<file path="config.mk">
export PLATFORM = sky130hd
export DESIGN_NAME = db15_joy_poller
export DESIGN_NICKNAME = d
export VERILOG_FILES = /design/src/rtl/db15_joy_poller.sv
export SDC_FILE = /design/constraint.sdc
export NUM_CORES = 1
export LEC_CHECK = 0
export CAP_MARGIN = 30
export CORE_ASPECT_RATIO = 0.8
export CORE_UTILIZATION = 50
export DETAILED_ROUTE_END_ITERATION = 12
export PLACE_DENSITY_LB_ADDON = 0.1
export SYNTH_ARGS = -nofsm -noshare
export SYNTH_HDL_FRONTEND = slang
export SYNTH_SLANG_ARGS = --single-unit
</file>
<file path="constraint.sdc">
create_clock -name clk_49m -period 1.81 [get_ports clk_49m]
set_input_delay 0.181 -clock clk_49m [delete_from_list [all_inputs] [get_ports clk_49m]]
set_output_delay 0.181 -clock clk_49m [all_outputs]
set_load 0.02 [all_outputs]
</file>
<file path="src/rtl/db15_joy_poller.sv">
// Polls two DB15 joysticks through a 24-bit 74HC165 chain and publishes active-high button words.
// Build macro DB15_DEBOUNCE_EN: publish a frame only when it matches the previous frame's sample.
module db15_joy_poller #(
  parameter int CLK_DIV   = 48,
  parameter int GAP_TICKS = 16
) (
  input  logic        clk_49m,
  input  logic        reset,
  input  logic        enable,
  input  logic        joy_data,
  output logic        joy_clk,
  output logic        joy_load,
  output logic [15:0] joystick1,
  output logic [15:0] joystick2,
  output logic        frame_valid
);

  localparam logic [2:0] IDLE   = 3'd0;
  localparam logic [2:0] LOAD   = 3'd1;
  localparam logic [2:0] CLK_LO = 3'd2;
  localparam logic [2:0] CLK_HI = 3'd3;
  localparam logic [2:0] DONE   = 3'd4;
  localparam logic [2:0] GAP    = 3'd5;

  logic [9:0]  presc_q, presc_d;
  logic        tick;
  logic [2:0]  state_q, state_d;
  logic [7:0]  cnt_q, cnt_d;
  logic [4:0]  bit_q, bit_d;
  logic [23:0] shift_q, shift_d;
  logic [15:0] joy1_q, joy2_q;
  logic [15:0] map1, map2;
  logic        fv_q;
  logic        jclk_q, jload_q;
  logic        done_tick;
  logic        publish;

  assign tick    = (presc_q == 10'(CLK_DIV - 1));
  assign presc_d = tick ? 10'd0 : presc_q + 10'd1;

  always_comb begin
    state_d   = state_q;
    cnt_d     = cnt_q;
    bit_d     = bit_q;
    shift_d   = shift_q;
    done_tick = 1'b0;
    if (tick) begin
      case (state_q)
        IDLE: begin
          if (enable) begin
            state_d = LOAD;
            cnt_d   = 8'd0;
          end
        end
        LOAD: begin
          if (cnt_q == 8'd1) begin
            state_d = CLK_LO;
            bit_d   = 5'd0;
          end else begin
            cnt_d = cnt_q + 8'd1;
          end
        end
        CLK_LO: begin
          shift_d[bit_q] = ~joy_data;
          state_d        = CLK_HI;
        end
        CLK_HI: begin
          bit_d   = bit_q + 5'd1;
          state_d = (bit_q == 5'd23) ? DONE : CLK_LO;
        end
        DONE: begin
          done_tick = 1'b1;
          state_d   = GAP;
          cnt_d     = 8'd0;
        end
        GAP: begin
          if (cnt_q == 8'(GAP_TICKS - 1)) begin
            state_d = enable ? LOAD : IDLE;
            cnt_d   = 8'd0;
          end else begin
            cnt_d = cnt_q + 8'd1;
          end
        end
        default: state_d = IDLE;
      endcase
    end
  end

  // Serial bit i lands on joystick1[11-i] (i<12) and joystick2[23-i] (i>=12).
  always_comb begin
    map1 = 16'h0000;
    map2 = 16'h0000;
    for (int i = 0; i < 12; i++) begin
      map1[11-i] = shift_q[i];
      map2[11-i] = shift_q[12+i];
    end
  end

`ifdef DB15_DEBOUNCE_EN
  logic [23:0] prev_q;

  always_ff @(posedge clk_49m or negedge reset) begin
    if (!reset) begin
      prev_q <= 24'd0;
    end else if (done_tick) begin
      prev_q <= shift_q;
    end
  end

  assign publish = done_tick && (shift_q == prev_q);
`else
  assign publish = done_tick;
`endif

  always_ff @(posedge clk_49m or negedge reset) begin
    if (!reset) begin
      presc_q <= 10'd0;
      state_q <= IDLE;
      cnt_q   <= 8'd0;
      bit_q   <= 5'd0;
      shift_q <= 24'd0;
      joy1_q  <= 16'h0000;
      joy2_q  <= 16'h0000;
      fv_q    <= 1'b0;
      jclk_q  <= 1'b0;
      jload_q <= 1'b1;
    end else begin
      presc_q <= presc_d;
      state_q <= state_d;
      cnt_q   <= cnt_d;
      bit_q   <= bit_d;
      shift_q <= shift_d;
      fv_q    <= publish;
      // Pin levels follow the next state so they change with the FSM and never glitch.
      jclk_q  <= (state_d == CLK_HI);
      jload_q <= (state_d != LOAD);
      if (publish) begin
        joy1_q <= map1;
        joy2_q <= map2;
      end
    end
  end

  assign joy_clk     = jclk_q;
  assign joy_load    = jload_q;
  assign joystick1   = joy1_q;
  assign joystick2   = joy2_q;
  assign frame_valid = fv_q;

endmodule

</file>
==> out/summary.txt <==
Post-synth top flop -> dfrtp_1
die area -> 7381 µm²
fraction of synthesized cell area taken by the top area cell type -> 54.03%
critical path fanouts, max -> 4
diode insertion count for antenna repair -> 0
core area -> 6604 µm²
core utilization of the finished layout -> 73.02%
setup repair after global routing missed its margin -> yes
# nets final -> 416
most frequent standard cell in the layout excluding fill and tap cells -> dfrtp_1
vias in the first global route -> 2642
headroom to the max-slew limit -> 64.73%
clock tree root buffer cell -> clkbuf_8
total iterations of the first detailed-routing run -> 4
row count -> 26
Post-Route Skew -> 0.008667 ns
Max stage delay cell, worst path -> or4b_4
net switching power figure -> 743.0 µW
delay of the slowest critical-path stage -> 0.46 ns
first-pass GRT wire length -> 12410 µm
EDFF count, synth -> 0
die extent in x -> 95.81 µm
post-route antenna net violation count -> 0
minimum setup slack among reg-to-reg paths -> -0.24 ns
final design instance area without fill -> 4822 µm²
flop and latch count out of synthesis -> 77
cells taking the most area after synthesis -> dfrtp_1, mux2_2, o31ai_1
Area growth syn-to-layout -> 37.01%
total power -> 3.285 mW
switching power as a share of total power -> 22.62%
Iteration-0 DRC Markers -> 209
mean area per synthesized cell -> 11.14 µm²
critical path data required time -> 2.09 ns
share of the yosys chip area belonging to registers -> 54.78%
post-detailed-route via-to-cell ratio -> 5.526
final-report max-slew violation count -> 0
io pins -> 39
final-layout setup total negative slack -> -3.451 ns
final-report setup violation count -> 46
clock network fraction of total power -> 43.8%
clock insertion delay at the later pin of the skew report -> 0.34 ns
share of layout cells above drive strength 1 -> 36.34%
capturing point of the worst reg2reg path -> joy_clk
sort of element at the end of the critical path -> flop
post-layout minimum cycle time -> 2.055 ns
die height -> 77.04 µm
commonest non-fill, non-tap cells in the layout -> dfrtp_1, buf_4, clkdlybuf4s50_1, o31ai_1, mux2_2
PD cells -> 681.3 nW/µm²
Worst-Margin Slew -> 0.5290 ns
IR Drop Worst-Case VDD -> 0.5668 mV
highest attainable clock frequency -> 486.6 MHz
Worst Path Buf+Inv -> 1
aggregate routed wire length -> 7942 µm
period utilization -> 113.5%
maximum count of clock buffers along a single path -> 2
signal arrival time at the worst endpoint -> 2.34 ns
smallest setup slack after layout -> -0.2450 ns
H-Tree Level Count -> 3
startpoint class of the critical path -> flop
violations in the final reports -> negative setup slack
r2r startpoint -> cnt_q[1]
worst setup path startpoint -> cnt_q[1]
wire length per cell -> 16.08 µm
total number of vias -> 2730
HP Class -> in -> async
cell family with the largest share of critical-path delay -> simple AND/OR/NAND/NOR gates
Static Leak -> 2.136 nW
Tot GR Track Use -> 22.12%
DRC viols -> 0
run status -> complete, but fails checks
number of buffers inserted during clock tree synthesis -> 9
fraction of power consumed by sequential logic -> 52.6%
cell area reported after detailed placement -> 4267 µm²
number of antenna violations at the first check in global routing -> 0
total gr overflow -> 0
type of the worst setup path -> reg -> reg
starting utilization of the core area -> 53.30%
count of port buffers added during placement -> 30
Yosys cell types -> 47
max-cap viol count -> 0
Logic pwr share -> 3.6%
Mapped Area -> 3520 µm²
placed cell count -> 466
largest net degree at the start of global routing -> 41
TritonCTS clock tree -> built
post-synth top area cell -> dfrtp_1
count of warnings emitted by yosys -> 0
RePlAce Congestion -> 0.8641
Reg clk slew, reported paths -> 0.08 ns
Internal Power -> 2.542 mW
final number of hold-violating endpoints -> 0
cell depth of the worst flop-to-flop path -> 7
share of synthesized flip-flops with an asynchronous set or reset -> 100.0%
post-synthesis cell count -> 316
total number of clock tree sinks -> 77
FILL cells -> 476
post-route insts no fill -> 494
HPWL after detailed placement -> 4834 µm
ordered list of cells on the worst path -> inv_1, ha_1, or4b_4, or3_4, a32oi_2, o22ai_2, o21ba_1
[power by group through the flow]
stage               Sequential, mW  Combinational (mW)  Clock, mW
finish                        1.73               0.119       1.44
CTS                           1.73               0.117       1.47
detailed placement            1.76               0.114          0
global placement              1.76               0.113          0
floorplan                     1.76              0.0553          0
global route                  1.73               0.133       1.54
[sequential cells by signal, summed over array words and instances (netlist names)]
register     flops
joystick1       12
state_q          3
shift_q         24
bit_q            5
joy_load         1
frame_valid      1
joy_clk          1
joystick2       12
presc_q         10
cnt_q            8
[per-layer routing]
layer	up-vias	global-route usage, %	share of wire [%]
met3	8	6.448	5.1
met1	1348	31.32	46
met5	-	0	0
met2	62	33.14	48
li1	1312	-	-
met4	0	5.970	0.64
[cell families (layout without fill, tap and decap cells)]
group	count (synthesis)	count (layout)	share of synthesized area (%)
AOI/OAI and AO/OA	79	79	14.58
xor gates and xnor gates	10	10	2.488
adders and majority gates	7	7	2.488
buffers and inverters	32	119	4.479
DFF	77	77	54.78
muxes	27	27	8.603
other	1	8	0.1065
and+or+nand+nor	83	83	12.48
[worst max-delay path by stage]
| stage | endpoint | slack (ns) | depth (start not counted) |
|---|---|---|---|
| CTS | joy_clk | -0.18 | 7 |
| global route | joy_clk | -0.32 | 7 |
| detailed placement | joy_clk | -0.21 | 7 |
| global placement | state_q[0] | -0.15 | 7 |
| floorplan | joy_clk | -0.14 | 7 |
| finish | joy_clk | -0.24 | 7 |
[final cells by class]
class                   count  area (µm²)  share of cell area (%)
repair buffers             97       883.3                   18.32
multi-input cells         214        1662                   34.46
clock buffers               9       123.9                   2.569
flip-flops and latches     77        1928                   39.98
inverters                   6       22.52                  0.4670
well taps                  84       105.1                   2.180
clock inverters             7       97.59                   2.024
[cell usage after synthesis, types with 5 or more instances]
cell	number
dfrtp_1	76
o21ai_0	34
o31ai_1	30
mux2_2	24
nor2_1	20
nand3_1	14
nand2_1	13
clkbuf_1	12
buf_4	8
ha_1	7
and3_1	6
buf_2	6
inv_1	6
nand2b_1	6
nand4_1	6
xnor2_1	5
xor2_1	5
[repair_timing]
action                                  CTS  global route
hold buffers                              1             0
endpoints found under the hold margin    37             0
setup buffers                             3             5
endpoints found under the setup margin   55            58
pin swaps                                 3            12
cloned                                    0             3
gates resized for setup                  10            69
[metrics by stage]
| step | hold slack [ns] | setup slack [ns] |
|---|---|---|
| floorplan | -0.1146 | -0.1421 |
| global route | 0.3965 | -0.3193 |
| detailed placement | 0.1966 | -0.2109 |
| CTS | 0.3614 | -0.1758 |
| global placement | 0.1977 | -0.1538 |
| finish | 0.3578 | -0.2450 |
(Power assumes the default switching activity.)
